--- config.mk ---
export PLATFORM = sky130hd
export DESIGN_NAME = mem_bist_initiator
export DESIGN_NICKNAME = d
export VERILOG_FILES = /design/src/rtl/mem_bist_initiator.sv
export SDC_FILE = /design/constraint.sdc
export NUM_CORES = 1
export LEC_CHECK = 0
export CAP_MARGIN = 40
export CORE_MARGIN = 2
export CORE_UTILIZATION = 45
export CTS_CLUSTER_DIAMETER = 80
export DETAILED_ROUTE_END_ITERATION = 7
export PLACE_DENSITY = 0.71
export SETUP_SLACK_MARGIN = 0.05
export SLEW_MARGIN = 40
export SYNTH_ARGS = -nofsm -noshare
export SYNTH_HDL_FRONTEND = slang
export SYNTH_SLANG_ARGS = --single-unit
export TNS_END_PERCENT = 20
--- constraint.sdc ---
create_clock -name clk_i -period 3.1 [get_ports clk_i]
set_input_delay 0.31 -clock clk_i [delete_from_list [all_inputs] [get_ports clk_i]]
set_output_delay 0.31 -clock clk_i [all_outputs]
set_load 0.01 [all_outputs]
--- src/rtl/mem_bist_initiator.sv ---
// mem_bist_initiator
// Initiator end of the valid/ready single-port memory interface. On a start
// pulse it writes a seed-derived pattern to every address, reads it all back
// and compares the data. It then repeats with the inverted pattern. The
// results are pass/fail, a saturating mismatch count, the first failing
// address and a handshake-timeout flag.
//
// Ports
//   clk_i, rst_i        clock (rising edge), async active-high reset
//   start_i, seed_i     start pulse (honoured in IDLE/DONE), pattern seed
//   addr_o, wdata_o,    request address, write data (0 on reads),
//   wr_rd_o, valid_o    1=write/0=read, request valid
//   ready_i, rdata_i    responder acknowledge and read data
//   busy_o, done_o,     run in progress, run finished (level),
//   pass_o, timeout_o   no mismatches and no timeout, aborted on timeout
//   err_cnt_o,          mismatch count (saturating),
//   first_err_addr_o    address of the first mismatch
module mem_bist_initiator #(
  parameter int WIDTH      = 16,
  parameter int DEPTH      = 64,
  parameter int ADDR_WIDTH = $clog2(DEPTH),
  parameter int TIMEOUT    = 255
) (
  input  logic                  clk_i,
  input  logic                  rst_i,
  input  logic                  start_i,
  input  logic [WIDTH-1:0]      seed_i,
  output logic [ADDR_WIDTH-1:0] addr_o,
  output logic [WIDTH-1:0]      wdata_o,
  output logic                  wr_rd_o,
  output logic                  valid_o,
  input  logic                  ready_i,
  input  logic [WIDTH-1:0]      rdata_i,
  output logic                  busy_o,
  output logic                  done_o,
  output logic                  pass_o,
  output logic                  timeout_o,
  output logic [ADDR_WIDTH+1:0] err_cnt_o,
  output logic [ADDR_WIDTH-1:0] first_err_addr_o
);

  typedef enum logic [2:0] {
    IDLE, WR_REQ, WR_GAP, RD_REQ, RD_GAP, DONE
  } state_t;

  localparam int TW = $clog2(TIMEOUT + 1);
  localparam int EW = ADDR_WIDTH + 2;
  localparam logic [ADDR_WIDTH-1:0] LAST_ADDR = ADDR_WIDTH'(DEPTH - 1);
  localparam logic [TW-1:0]         TMO_LAST  = TW'(TIMEOUT - 1);

  state_t                  state;
  logic [WIDTH-1:0]        seed_q;
  logic                    phase;
  logic [TW-1:0]           tcnt;

  logic                    progress;
  logic                    tmo;
  logic [ADDR_WIDTH-1:0]   next_addr;
  logic [WIDTH-1:0]        exp_cur;
  logic [WIDTH-1:0]        exp_next;
  logic [WIDTH-1:0]        exp_inv0;
  logic                    mismatch;

  function automatic logic [WIDTH-1:0] pattern(input logic [WIDTH-1:0]      s,
                                               input logic [ADDR_WIDTH-1:0] a,
                                               input logic                  p);
    logic [WIDTH-1:0] v;
    v = s + WIDTH'(a);
    return p ? ~v : v;
  endfunction

  // A REQ state advances on ready=1, a GAP state on ready=0. The wait
  // counter only runs while the current state is not advancing.
  always_comb begin
    progress  = 1'b0;
    case (state)
      WR_REQ, RD_REQ: progress = ready_i;
      WR_GAP, RD_GAP: progress = !ready_i;
      default:        progress = 1'b0;
    endcase
    tmo       = (tcnt == TMO_LAST);
    next_addr = addr_o + ADDR_WIDTH'(1);
    exp_cur   = pattern(seed_q, addr_o, phase);
    exp_next  = pattern(seed_q, next_addr, phase);
    exp_inv0  = pattern(seed_q, '0, 1'b1);
    mismatch  = (rdata_i != exp_cur);
  end

  always_ff @(posedge clk_i or posedge rst_i) begin
    if (rst_i) begin
      state            <= IDLE;
      seed_q           <= '0;
      phase            <= 1'b0;
      tcnt             <= '0;
      addr_o           <= '0;
      wdata_o          <= '0;
      wr_rd_o          <= 1'b0;
      valid_o          <= 1'b0;
      busy_o           <= 1'b0;
      done_o           <= 1'b0;
      pass_o           <= 1'b0;
      timeout_o        <= 1'b0;
      err_cnt_o        <= '0;
      first_err_addr_o <= '0;
    end else begin
      case (state)
        IDLE, DONE: begin
          if (start_i) begin
            seed_q           <= seed_i;
            phase            <= 1'b0;
            tcnt             <= '0;
            addr_o           <= '0;
            wdata_o          <= pattern(seed_i, '0, 1'b0);
            wr_rd_o          <= 1'b1;
            valid_o          <= 1'b1;
            busy_o           <= 1'b1;
            done_o           <= 1'b0;
            pass_o           <= 1'b0;
            timeout_o        <= 1'b0;
            err_cnt_o        <= '0;
            first_err_addr_o <= '0;
            state            <= WR_REQ;
          end
        end
        default: begin
          if (!progress) begin
            if (tmo) begin
              valid_o   <= 1'b0;
              timeout_o <= 1'b1;
              busy_o    <= 1'b0;
              done_o    <= 1'b1;
              pass_o    <= 1'b0;
              tcnt      <= '0;
              state     <= DONE;
            end else begin
              tcnt <= tcnt + TW'(1);
            end
          end else begin
            tcnt <= '0;
            case (state)
              WR_REQ: begin
                valid_o <= 1'b0;
                state   <= WR_GAP;
              end
              WR_GAP: begin
                valid_o <= 1'b1;
                if (addr_o != LAST_ADDR) begin
                  addr_o  <= next_addr;
                  wr_rd_o <= 1'b1;
                  wdata_o <= exp_next;
                  state   <= WR_REQ;
                end else begin
                  addr_o  <= '0;
                  wr_rd_o <= 1'b0;
                  wdata_o <= '0;
                  state   <= RD_REQ;
                end
              end
              RD_REQ: begin
                valid_o <= 1'b0;
                state   <= RD_GAP;
                if (mismatch) begin
                  if (err_cnt_o != '1) err_cnt_o <= err_cnt_o + EW'(1);
                  // Count is still zero only before the first mismatch.
                  if (err_cnt_o == '0) first_err_addr_o <= addr_o;
                end
              end
              RD_GAP: begin
                if (addr_o != LAST_ADDR) begin
                  addr_o  <= next_addr;
                  valid_o <= 1'b1;
                  state   <= RD_REQ;
                end else if (!phase) begin
                  phase   <= 1'b1;
                  addr_o  <= '0;
                  wr_rd_o <= 1'b1;
                  wdata_o <= exp_inv0;
                  valid_o <= 1'b1;
                  state   <= WR_REQ;
                end else begin
                  busy_o <= 1'b0;
                  done_o <= 1'b1;
                  pass_o <= (err_cnt_o == '0);
                  state  <= DONE;
                end
              end
              default: state <= IDLE;
            endcase
          end
        end
      endcase
    end
  end

endmodule
==> Word level (Yosys, flattened, before mapping) <==
Cells that the tools add are included.
{ "totals": {"regBits": 70, "out_inout_bits": 42, "in_bits": 36, "wordCells": 141} }
{ "classes": {"reduce_logical": 25, "eq_ne": 20, "bitwise": 3, "muxes": 74, "add_sub_neg": 5} }
{ "ops": {"columns": ["operator", "count"], "rows": [
  ["16-bit two-way mux", 8],
  ["8-bit two-way mux", 9],
  ["6-bit two-way mux", 11],
  ["16-bit inverter", 3],
  ["1-bit two-way mux", 33],
  ["16-bit by 6-bit adder with 16-bit output", 2],
  ["16-bit one-hot mux with 2 select lines", 1],
  ["5-bit AND reduction", 4],
  ["3-bit two-way mux", 6],
  ["8-bit by 1-bit adder with 8-bit output (second input constant)", 2],
  ["16-bit inequality test", 1],
  ["2-bit nonzero test", 7],
  ["3-bit by 2-bit inequality test with 1-bit output (second input constant)", 4],
  ["3-bit one-hot mux with 4 select lines", 1],
  ["6-bit one-hot mux with 2 select lines", 1],
  ["4-bit AND reduction", 3],
  ["8-bit == test (second input constant)", 1],
  ["8-bit logical NOT", 1],
  ["8-bit inequality test (second input constant)", 1],
  ["6-bit by 1-bit adder with 6-bit output (second input constant)", 1],
  ["3-bit by 2-bit == test with 1-bit output (second input constant)", 2],
  ["3-bit == test (second input constant)", 2],
  ["6-bit inequality test (second input constant)", 1],
  ["3-bit nonzero test", 2],
  ["other kinds (15)", 20]
]} }

==> Depth between registers and ports, before layout <==
{ "logic_depth": {"ltp_word": 8, "depth_mapped": 13, "ltp_nobuf": 12} }

==> Worst setup path before layout <==
OpenSTA, ideal clock, no wires.
{ "synth_timing": {"path_kind": "register to register", "from": "register addr_o[0]", "to": "register err_cnt_o[2]", "path_buffers": 2, "stages_incl_launch_ff": 14, "slack_ns": 0.170, "arrival_ns": 2.786, "setup_time_ns": 0.144, "required_time_ns": 2.956, "period_less_slack_ns": 2.930, "cell_sequence": "dfrtp_1 > ha_1 > inv_1 > fa_1 > nor2b_1 > o21ai_1 > and3_1 > or4_1 > a21oi_1 > and4_1 > buf_4 > and2_4 > buf_6 > o41ai_2"} }
{ "synth_between": {"elab_chain_cells": 6} }
{ "synth_lines": {"columns": ["element", "line", "source"], "rows": [
  ["start, declared", "28", "output logic [ADDR_WIDTH-1:0] addr_o,"],
  ["start signal, assigned", "148", "addr_o <= next_addr;"],
  ["start signal, assigned", "170", "addr_o <= next_addr;"],
  ["16-bit by 6-bit adder with 16-bit output *", "68", "v = s + WIDTH'(a);"],
  ["16-bit inverter", "69", "return p ? ~v : v;"],
  ["16-bit two-way mux *", "69", null],
  ["16-bit inequality test *", "86", "mismatch = (rdata_i != exp_cur);"],
  ["2-bit nonzero test (no source line) *", null, null],
  ["5-bit AND reduction (no source line) *", null, null],
  ["end signal, assigned", "163", "if (err_cnt_o != '1) err_cnt_o <= err_cnt_o + EW'(1);"],
  ["end, declared", "38", "output logic [ADDR_WIDTH+1:0] err_cnt_o,"]
]} }
Every way passes the cells marked *; elsewhere a longest branch is shown, timed or not.
A chain may end at the register's enable or synchronous reset.

==> Final worst setup path <==
{ "layout_timing": {"from": "register addr_o[0]", "to": "register wdata_o[6]"} }
{ "layout_between": {"elab_chain_cells": 8, "elab_cells_between_ends": 11, "classes_between": "2 x add/sub; 2 x eq/ne; 5 x mux; 1 x bitwise; 1 x reduce/logical"} }
{ "layout_lines": {"columns": ["element", "line", "source"], "rows": [
  ["6-bit by 1-bit adder with 6-bit output", "82", "next_addr = addr_o + ADDR_WIDTH'(1);"],
  ["16-bit by 6-bit adder with 16-bit output", "68", null],
  ["16-bit inverter", "69", null],
  ["16-bit two-way mux", "69", null],
  ["16-bit two-way mux", "147", "if (addr_o != LAST_ADDR) begin"],
  ["16-bit one-hot mux with 2 select lines", "140", "case (state)"],
  ["16-bit two-way mux", "126", "if (!progress) begin"],
  ["16-bit two-way mux", "106", "case (state)"],
  ["end signal, assigned", "113", "wdata_o <= pattern(seed_i, '0, 1'b0);"],
  ["end signal, assigned", "150", "wdata_o <= exp_next;"],
  ["end signal, assigned", "177", "wdata_o <= exp_inv0;"],
  ["end, declared", "29", "output logic [WIDTH-1:0] wdata_o,"]
]} }
Parallel ways exist; a longest one is shown, timed or not. The select of a mux whose other input is x is not followed.

==> metrics.txt <==
# TYPE chip_impl_metric gauge
chip_impl_metric{name="design.final.nets",unit=""} 718
chip_impl_metric{name="post_cts_hold_buffer_count",unit=""} 0
chip_impl_metric{name="fillers",unit=""} 997
chip_impl_metric{name="vias_in_the_first_global_route",unit=""} 4639
chip_impl_metric{name="detail_route.first_pass.iterations",unit=""} 5
chip_impl_metric{name="final.period_utilization",unit="%"} 95.4
chip_impl_metric{name="groute.usage.overall",unit="%"} 25.6
chip_impl_info{name="outcome",value="finished clean"} 1
chip_impl_metric{name="post-route-min-period",unit="ns"} 2.96
chip_impl_metric{name="synth-edff-count",unit=""} 0
chip_impl_metric{name="final-setup-viol-count",unit=""} 0
chip_impl_metric{name="worstPathArrival",unit="ns"} 3.20
chip_impl_info{name="ys_top_cells_by_area",value="sky130_fd_sc_hd__dfrtp_1 35%, sky130_fd_sc_hd__xnor2_1 6.5%, sky130_fd_sc_hd__nand2_1 4.6%"} 1
chip_impl_metric{name="drv_cap",unit=""} 0
chip_impl_metric{name="critical_path_peak_fanout",unit=""} 4
chip_impl_metric{name="cellLeakagePower",unit="nW"} 2.63
chip_impl_info{name="cts_root_buf",value="sky130_fd_sc_hd__clkbuf_8"} 1
chip_impl_metric{name="cts.path.max_buffers",unit=""} 2
chip_impl_metric{name="floorplan.initialDensity",unit="%"} 46.3
chip_impl_info{name="setup.worst_path.class",value="reg2reg"} 1
chip_impl_metric{name="synth_fp_nets",unit=""} 634
chip_impl_metric{name="design.die.area",unit="um^2"} 12000
chip_impl_metric{name="final_setup_skew",unit="ns"} 0.0114
chip_impl_info{name="synth.most_common_cell",value="sky130_fd_sc_hd__dfrtp_1"} 1
chip_impl_metric{name="postSynthCellCount",unit=""} 579
chip_impl_metric{name="std_cell_rows",unit=""} 38
chip_impl_info{name="yosys_most_used_dff",value="sky130_fd_sc_hd__dfrtp_1"} 1
chip_impl_metric{name="remaining_drc_errors",unit=""} 0
chip_impl_metric{name="dp_worst_setup_slack",unit="ns"} 0.169
chip_impl_metric{name="ys.warnings.count",unit=""} 0
chip_impl_metric{name="via_cell_ratio",unit=""} 5.81
chip_impl_metric{name="die_width",unit="um"} 110
chip_impl_metric{name="core_area",unit="um^2"} 10800
chip_impl_metric{name="clkLatencyLatePin",unit="ns"} 0.36
chip_impl_metric{name="synth_largest_type_area_fraction",unit="%"} 34.9
chip_impl_metric{name="share_of_post_route_cells_with_drive_strength_above_1",unit="%"} 12.1
chip_impl_metric{name="flow.area_growth_from_synthesis",unit="%"} 24.7
chip_impl_info{name="timing.hold.worst.class",value="in2async"} 1
chip_impl_metric{name="power_density",unit="nW/um^2"} 980
chip_impl_info{name="post-synth-top-area-cell",value="sky130_fd_sc_hd__dfrtp_1"} 1
chip_impl_metric{name="place.detailed.instances",unit=""} 791
chip_impl_metric{name="die_y",unit="um"} 110
chip_impl_info{name="tritoncts",value="built"} 1
chip_impl_metric{name="detailedPlacementHpwl",unit="um"} 10700
chip_impl_metric{name="totalWireLength",unit="um"} 14600
chip_impl_metric{name="num_io_pins",unit=""} 78
chip_impl_metric{name="worst_slack",unit="ns"} 0.141
chip_impl_metric{name="max_freq",unit="MHz"} 338
chip_impl_metric{name="mappedNetlistArea",unit="um^2"} 5010
chip_impl_metric{name="final_cells",unit=""} 807
chip_impl_metric{name="max_slew_margin",unit="%"} 47.0
chip_impl_metric{name="fin_setup_tns",unit="ns"} 0
chip_impl_metric{name="drt_first_iter_violations",unit=""} 330
chip_impl_metric{name="synth_seq_area_share",unit="%"} 34.9
chip_impl_metric{name="required",unit="ns"} 3.34
chip_impl_metric{name="drv_slew",unit=""} 0
chip_impl_metric{name="inserted_clock_buffers",unit=""} 9
chip_impl_metric{name="per_instance_average_area_after_synthesis",unit="um^2"} 8.66
chip_impl_metric{name="grt_pass1_wl",unit="um"} 23500
chip_impl_metric{name="hold_viol",unit=""} 0
chip_impl_metric{name="number_of_sinks_handled_by_clock_tree_synthesis",unit=""} 70
chip_impl_info{name="endpoint_kind",value="register"} 1
chip_impl_metric{name="antenna_violating_nets_post_route",unit=""} 0
chip_impl_metric{name="insertedDiodeCount",unit=""} 0
chip_impl_metric{name="grt_remaining_overflow",unit=""} 0
chip_impl_metric{name="grt_start_max_net_pins",unit=""} 41
chip_impl_metric{name="via_count",unit=""} 4691
chip_impl_metric{name="wl_per_cell",unit="um"} 18.0
chip_impl_info{name="critPathLaunchType",value="register"} 1
chip_impl_metric{name="antenna_violations_before_repair",unit=""} 0
chip_impl_metric{name="portBuffers",unit=""} 77
chip_impl_metric{name="gp_congestion",unit=""} 0.987
chip_impl_metric{name="finalCoreUtilization",unit="%"} 57.7
chip_impl_info{name="synth_commonest_cells",value="70 x sky130_fd_sc_hd__dfrtp_1, 62 x sky130_fd_sc_hd__nand2_1, 43 x sky130_fd_sc_hd__nor2_1, 37 x sky130_fd_sc_hd__xnor2_1, 32 x sky130_fd_sc_hd__a21oi_1"} 1
chip_impl_metric{name="clkTransAtPathRegs",unit="ns"} 0.09
chip_impl_metric{name="yosysUniqueCellTypes",unit=""} 66
chip_impl_info{name="rsz0062_at_grt",value="yes"} 1
chip_impl_metric{name="clock_tree.htree_level_count",unit=""} 3
chip_impl_metric{name="vdd.ir_drop.worst",unit="mV"} 0.563
chip_impl_metric{name="power",unit="mW"} 6.13
chip_impl_metric{name="ys_ff_latch",unit=""} 70
chip_impl_metric{name="proportion_of_register_bits_with_asynchronous_set_or_reset_after_synthesis",unit="%"} 100
chip_impl_metric{name="worst_slew_pin_slew",unit="ns"} 0.792
through the flow:
step,hold WS [ns],area [um^2]
2_1_floorplan,0.461,5010
5_1_grt,0.443,6250
3_5_place_dp,0.475,6020
4_1_cts,0.385,6210
3_3_place_gp,0.467,6020
6_report,0.377,6250
power by group:
part	switching [mW]	internal, mW	leakage (nW)
Combinational	1.97	1.74	1.67
Sequential	0.410	1.26	0.862
Clock	0.363	0.387	0.0952
Total	2.74	3.38	2.63
placed cells by master (no fill, tap or decap), types with 3 or more instances in the layout:
master	n
sky130_fd_sc_hd__nor2_1	43
sky130_fd_sc_hd__a221o_1	3
sky130_fd_sc_hd__a221oi_1	3
sky130_fd_sc_hd__o211ai_1	6
sky130_fd_sc_hd__mux2i_1	3
sky130_fd_sc_hd__clkbuf_8	10
sky130_fd_sc_hd__nor2b_1	6
sky130_fd_sc_hd__nand2_1	62
sky130_fd_sc_hd__clkdlybuf4s50_1	77
sky130_fd_sc_hd__a21oi_1	30
sky130_fd_sc_hd__o41ai_1	6
sky130_fd_sc_hd__o2bb2ai_1	6
sky130_fd_sc_hd__nand2b_1	9
sky130_fd_sc_hd__a21o_1	7
sky130_fd_sc_hd__mux2_2	17
sky130_fd_sc_hd__a211oi_1	6
sky130_fd_sc_hd__inv_1	18
sky130_fd_sc_hd__nand3_1	31
sky130_fd_sc_hd__o221ai_1	5
sky130_fd_sc_hd__o21ai_1	13
sky130_fd_sc_hd__nor4_1	3
sky130_fd_sc_hd__ha_1	17
sky130_fd_sc_hd__xor2_1	17
sky130_fd_sc_hd__and3_1	7
sky130_fd_sc_hd__and4_1	3
sky130_fd_sc_hd__a31o_2	3
sky130_fd_sc_hd__and2_1	4
sky130_fd_sc_hd__a31oi_1	14
sky130_fd_sc_hd__xnor2_1	37
sky130_fd_sc_hd__buf_4	28
sky130_fd_sc_hd__nand4_1	9
sky130_fd_sc_hd__nor3_1	14
sky130_fd_sc_hd__or3_1	3
sky130_fd_sc_hd__dfrtp_1	69
sky130_fd_sc_hd__o21ai_0	29
worst max-delay path: stages (launching register included):
cell and delay (ns):
sky130_fd_sc_hd__dfrtp_1 0.42, sky130_fd_sc_hd__ha_1 0.28, sky130_fd_sc_hd__xor2_1 0.17, sky130_fd_sc_hd__ha_1 0.32
sky130_fd_sc_hd__nor2b_1 0.14, sky130_fd_sc_hd__o21ai_0 0.34, sky130_fd_sc_hd__nand2_1 0.16, sky130_fd_sc_hd__a21o_1 0.20
sky130_fd_sc_hd__a21oi_1 0.25, sky130_fd_sc_hd__mux2i_1 0.22, sky130_fd_sc_hd__o221ai_1 0.17, sky130_fd_sc_hd__a2bb2oi_1 0.17
final timing paths:
kind,slack (ns),end,cells past startpoint,startpoint
worst max-delay path,0.14,wdata_o[6],11,addr_o[0]
worst min-delay path,0.38,wdata_o[14],2,rst_i
worst max register to register,0.14,wdata_o[6],11,addr_o[0]
worst min register to register,0.49,wdata_o[5],2,wdata_o[5]
max in group asynchronous,2.06,seed_q[9],3,rst_i
min in group clk_i,0.49,wdata_o[5],2,wdata_o[5]
registers in the layout, summed over array words and instances, names as in the netlist:
signal and cells:
seed_q 16, wdata_o 16, err_cnt_o 8, tcnt 8
addr_o 6, first_err_addr_o 6, state 3, busy_o 1
done_o 1, pass_o 1, phase 1, timeout_o 1
valid_o 1, wr_rd_o 1
layer usage:
metal	track usage (%)	wire length (um)	vias to the layer above
met3	3.44	796	27
met4	10.7	344	0
li1	-	-	2262
met2	40.7	6720	175
met1	34.9	6690	2227
met5	0	0	-
what timing repair did:
action / CTS / global route
setup buffers: 0 / 1
setup endpoints to repair: 0 / 19
gates resized for setup: 0 / 7
layout make-up:
type	count	area [um^2]	share of cell area (%)
clock inverter	4	47.5	0.761
timing repair buffer	107	1020	16.3
inverter	20	75.1	1.20
multi-input combinational	455	3040	48.6
tap	140	175	2.80
clock buffer	11	141	2.26
sequential	70	1750	28.0
cells by family after synthesis:
logic type	after synthesis	share of synthesized area (%)
flops	70	34.9
xor+xnor	55	9.88
fa+ha+maj	19	5.04
mux	20	4.42
simple gates	209	20.6
buf+inv	54	5.06
compound gates	152	20.1
No activity file was read; power rests on OpenSTA's default activity.
